$ cat src/rtl/seven_seg_scan_driver.sv
// Multiplexed 7-segment scan driver: prescaled digit rotation, dead time between
// digits, BCD decode with leading-zero blanking, all outputs registered.
module seven_seg_scan_driver #(
    parameter int NUM_DIGITS     = 4,
    parameter int REFRESH_DIV    = 50000,
    parameter int DEAD_CYCLES    = 2,
    parameter bit SEG_ACTIVE_LOW = 1'b1,
    parameter bit AN_ACTIVE_LOW  = 1'b1,
    parameter bit LZ_BLANK       = 1'b1
) (
    input  logic                    clk,
    input  logic                    rst,
    input  logic [4*NUM_DIGITS-1:0] digits_in,
    input  logic                    load,
    output logic [6:0]              seg,
    output logic [NUM_DIGITS-1:0]   an,
    output logic                    slot_tick
);

    localparam int PW = (REFRESH_DIV > 1) ? $clog2(REFRESH_DIV) : 1;
    localparam int IW = (NUM_DIGITS > 1) ? $clog2(NUM_DIGITS) : 1;
    localparam logic [PW-1:0]         PRESC_MAX = PW'(REFRESH_DIV - 1);
    localparam logic [IW-1:0]         IDX_MAX   = IW'(NUM_DIGITS - 1);
    localparam logic [31:0]           DEAD_U    = DEAD_CYCLES;
    localparam logic [6:0]            SEG_OFF   = {7{SEG_ACTIVE_LOW}};
    localparam logic [NUM_DIGITS-1:0] AN_OFF    = {NUM_DIGITS{AN_ACTIVE_LOW}};

    logic [PW-1:0]           presc_q, presc_d;
    logic [IW-1:0]           idx_q, idx_d;
    logic [4*NUM_DIGITS-1:0] disp_q, disp_d;
    logic [6:0]              seg_q, seg_d;
    logic [NUM_DIGITS-1:0]   an_q, an_d;
    logic                    tick_q, tick_d;

    logic [NUM_DIGITS-1:0]   blank;
    logic                    upper_zero;
    logic [3:0]              nibble;
    logic [6:0]              pat;
    logic [NUM_DIGITS-1:0]   onehot;
    logic                    in_dead;

    // Active-low pattern, seg[6]=a .. seg[0]=g; non-BCD nibbles show nothing.
    function automatic logic [6:0] decode(input logic [3:0] nib);
        case (nib)
            4'd0:    return 7'b0000001;
            4'd1:    return 7'b1001111;
            4'd2:    return 7'b0010010;
            4'd3:    return 7'b0000110;
            4'd4:    return 7'b1001100;
            4'd5:    return 7'b0100100;
            4'd6:    return 7'b0100000;
            4'd7:    return 7'b0001111;
            4'd8:    return 7'b0000000;
            4'd9:    return 7'b0000100;
            default: return 7'b1111111;
        endcase
    endfunction

    // Digit i blanks when it and every more significant nibble are zero.
    always_comb begin
        upper_zero = 1'b1;
        blank      = '0;
        for (int i = NUM_DIGITS - 1; i >= 0; i--) begin
            upper_zero = upper_zero && (disp_q[4*i +: 4] == 4'd0);
            blank[i]   = LZ_BLANK && (i != 0) && upper_zero;
        end
    end

    always_comb begin
        presc_d = presc_q + PW'(1);
        idx_d   = idx_q;
        disp_d  = disp_q;
        tick_d  = 1'b0;
        if (presc_q == PRESC_MAX) begin
            presc_d = '0;
            tick_d  = 1'b1;
            idx_d   = (idx_q == IDX_MAX) ? '0 : idx_q + IW'(1);
        end
        if (load) begin
            disp_d = digits_in;
        end

        nibble  = disp_q[4*int'(idx_q) +: 4];
        pat     = blank[idx_q] ? 7'b1111111 : decode(nibble);
        onehot  = NUM_DIGITS'(1) << idx_q;
        in_dead = {{(32-PW){1'b0}}, presc_q} < DEAD_U;

        seg_d = SEG_OFF;
        an_d  = AN_OFF;
        if (!in_dead) begin
            seg_d = SEG_ACTIVE_LOW ? pat : ~pat;
            an_d  = AN_ACTIVE_LOW ? ~onehot : onehot;
        end
    end

    always_ff @(posedge clk or posedge rst) begin
        if (rst) begin
            presc_q <= '0;
            idx_q   <= '0;
            disp_q  <= '0;
            seg_q   <= SEG_OFF;
            an_q    <= AN_OFF;
            tick_q  <= 1'b0;
        end else begin
            presc_q <= presc_d;
            idx_q   <= idx_d;
            disp_q  <= disp_d;
            seg_q   <= seg_d;
            an_q    <= an_d;
            tick_q  <= tick_d;
        end
    end

    assign seg       = seg_q;
    assign an        = an_q;
    assign slot_tick = tick_q;

endmodule

$ cat config.mk
export PLATFORM = sky130hd
export DESIGN_NAME = seven_seg_scan_driver
export DESIGN_NICKNAME = d
export VERILOG_FILES = /design/src/rtl/seven_seg_scan_driver.sv
export SDC_FILE = /design/constraint.sdc
export NUM_CORES = 1
export LEC_CHECK = 0
export BUFFER_PORTS_ARGS = -buffer_cell sky130_fd_sc_hd__clkbuf_2
export CELL_PAD_IN_SITES_DETAIL_PLACEMENT = 0
export CELL_PAD_IN_SITES_GLOBAL_PLACEMENT = 1
export CORE_MARGIN = 3
export CORE_UTILIZATION = 41
export DETAILED_ROUTE_END_ITERATION = 8
export PLACE_DENSITY_LB_ADDON = 0.1
export REMOVE_ABC_BUFFERS = 1
export SLEW_MARGIN = 40
export SYNTH_ARGS = -nofsm -noshare
export SYNTH_HDL_FRONTEND = slang
export SYNTH_SLANG_ARGS = --single-unit
$ cat constraint.sdc
create_clock -name clk -period 2.31 [get_ports clk]
set_clock_uncertainty 0.1 [all_clocks]
set_input_delay 0.462 -clock clk [delete_from_list [all_inputs] [get_ports clk]]
set_output_delay 0.462 -clock clk [all_outputs]
set_load 0.02 [all_outputs]
==> summary.md <==
| Metric | Value |
|---|---|
| CP Launch Type | register |
| Router iterations before antenna repair | 4 |
| Routability cong. | 0.876 |
| Global Route Usage Sum | 0.142 |
| Worst-margin pin slew | 0.555 ns |
| Footprint of the multi-input gates | around 1000 um^2 |
| Share of cells above drive strength 1 | 0.368 |
| IO Count | 31 |
| Mapped cell area | 0.00223 mm^2 |
| Simple-Gate Fraction of Synth Area | 0.148 |
| Final setup violating endpoints | 0 |
| HPWL after DPL | 2.92 mm |
| Clock sink count | 46 |
| Outcome | finished clean |
| Die H | 79.8 um |
| Netlist cell types | 37 |
| Hold Vio Cnt, Final | 0 |
| Clock-pin slew on the worst setup and hold paths | 0.08 ns |
| Compound-cell area share of the yosys netlist | 0.0504 |
| Core area | 0.00517 mm^2 |
| Period Utilization, post-route | 0.895 |
| Grt ovf | 0 |
| Synthesized instance count | 185 |
| Num CTS Buffers | 5 |
| CTS Hold Bufs | 0 |
| Initial antenna violation count | 0 |
| Req. time, crit path | 2.43 ns |
| Largest family of logic cells by synthesized area | simple AND/OR/NAND/NOR gates |
| NumNets Final | 249 |
| Placed instance area | between 0.002 and 0.0025 mm^2 |
| Static leakage | roughly 1.1 nW |
| Setup Buffers After CTS | 0 |
| Std cell rows | 26 |
| Commonest non-fill, non-tap cell in the layout | dfrtp_1 |
| Seq cells post-synth | between 40 and 50 |
| Final ANT Viol Nets | 0 |
| Worst EP arrival | 2.19 ns |
| Max-cap viol count | 0 |
| CTS tree | yes |
| Crit. End Element | register |
| Final slew viol count | 0 |
| H-tree depth | 2 |
| Post-synthesis mux area share | 0.139 |
| VDD IR max | roughly 0.31 mV |
| Setup TNS | 0 ns |
| EDFF count, synth | 0 |
| F_max | approximately 480 MHz |
| Die ar. | 0.00637 mm^2 |
| Seq/Total Area, Yosys | 0.522 |
| Design area | 0.00255 mm^2 |
| Worst skew pair latency | 0.29 ns |
| Worst-path maximum fanout | 5 |
| XOR/XNOR share of the synthesized area | 0.0471 |
| RSZ-0062 raised after global routing | false |
| Chip width | 79.8 um |
| Synth Area in Adders | 0.0616 |
| Crit Path Category | reg2reg |
| Vias/cell | ~5.0 |
| Drt drc | 0 |
| Global-route wire length before repair | 6.96 mm |
| Via count | about 1400 |
| Post-synth ARST share | 1.00 |
| Syn avg cell area | approximately 12 um^2 |
| Filler instances | 471 |
| DRT iter0 DRCs | 26 |
| Vias in the first global route | around 1400 |
| Total power draw | 1.58 mW |
| Fin crit period | about 2.1 ns |
| Pwr per Cell Area | 618 mW/mm^2 |
| Clock Path Buffers | 2 |
| WL final | 3.94 mm |
| Area growth from synthesis to layout | 14.3% |
| Pin count of the biggest net entering global routing | 47 |
| Hold WC Path Type | in2async |
| Most frequent cells in the layout | dfrtp_1, clkbuf_2, mux2_2 |
| Antenna diodes | 0 |
| Synth warn | 0 |
| Post-CTS sizing | 0 |
| Starting Density | 0.432 |
| Synth Flop Type | dfrtp_1 |
| Clock Tree Root | clkbuf_8 |
| Wire per inst | 13.6 um |
| Reg area | around 0.0012 mm^2 |
| Relative max-transition margin | 0.630 |
| IO Port Bufs | 30 |
worst max-delay path, cell delays in order, from the launching register on:
cell and delay, ns:
dfrtp_1 0.49, mux4_2 0.60, inv_1 0.16, ha_1 0.17
inv_1 0.05, mux2_2 0.25, o21ai_1 0.11, nand2b_1 0.07
worst paths after layout:
check,from,endpoint,slack [ns],cells after the start
worst max-delay path,idx_q[0],seg[2],0.24,7
worst min-delay path,rst,disp_q[10],0.18,3
worst max register to register,idx_q[0],seg[2],0.24,7
worst min register to register,presc_q[0],presc_q[0],0.41,1
max in group asynchronous,rst,seg[6],1.54,3
min in group clk,digits_in[10],disp_q[10],0.29,2
routing by layer:
metal | global-route usage | vias to the layer above | share of wire
li1 | - | 716 | -
met1 | 0.216 | 695 | 0.52
met2 | 0.188 | 33 | 0.41
met3 | 0.0406 | 5 | 0.054
met4 | 0.0507 | 0 | 0.016
met5 | 0 | - | 0
per-stage QoR:
| step | worst slack (ns) | util | cells | hold slack, ns |
|---|---|---|---|---|
| 4_1_cts | 0.243 | 0.494 | 290 | 0.192 |
| 3_5_place_dp | 0.257 | 0.476 | 282 | 0.395 |
| 6_report | 0.243 | 0.494 | 290 | 0.180 |
| 5_1_grt | 0.0731 | 0.494 | 290 | 0.233 |
| 3_3_place_gp | 0.308 | 0.476 | 282 | 0.381 |
| 2_1_floorplan | 0.280 | - | 179 | 0.355 |
cell type report:
class	instances	share of cell area
repair buffers	33	0.0676
clock buffers	8	0.0353
flip-flops and latches	46	0.456
multi-input cells	122	0.390
well taps	70	0.0343
inverters	11	0.0162
registers in the layout, summed over array words and instances (netlist names):
| signal | flops |
|---|---|
| slot_tick | 1 |
| an | 4 |
| disp_q | 16 |
| seg | 7 |
| presc_q | 16 |
| idx_q | 2 |
synthesized netlist by cell type (3+ instances only):
library cell	number	area, um^2
clkbuf_1	5	18.8
nor2_1	11	41.3
dfrtp_1	35	876
dfstp_2	11	289
xnor2_1	9	78.8
mux2_2	17	191
mux4_2	4	90.1
o21bai_1	3	22.5
ha_1	11	138
nor4_1	6	37.5
a21oi_1	4	20.0
nand2_1	11	41.3
nor3_1	3	15.0
xor2_1	3	26.3
inv_1	11	41.3
nand4_1	4	25.0
nand3_1	8	40.0
o21ai_0	4	20.0
where the power goes:
| group | switching (mW) | internal [mW] |
|---|---|---|
| combinational | 0.105 | 0.0863 |
| sequential | 0.0272 | 0.868 |
| clock | 0.248 | 0.244 |
logic make-up after synthesis:
logic type                 count (synthesis)
buffers and inverters                     17
muxes                                     23
xor gates and xnor gates                  12
DFF                                       46
AOI/OAI and AO/OA                         18
adders and majority gates                 11
and+or+nand+nor                           58
(Power assumes the default switching activity.)
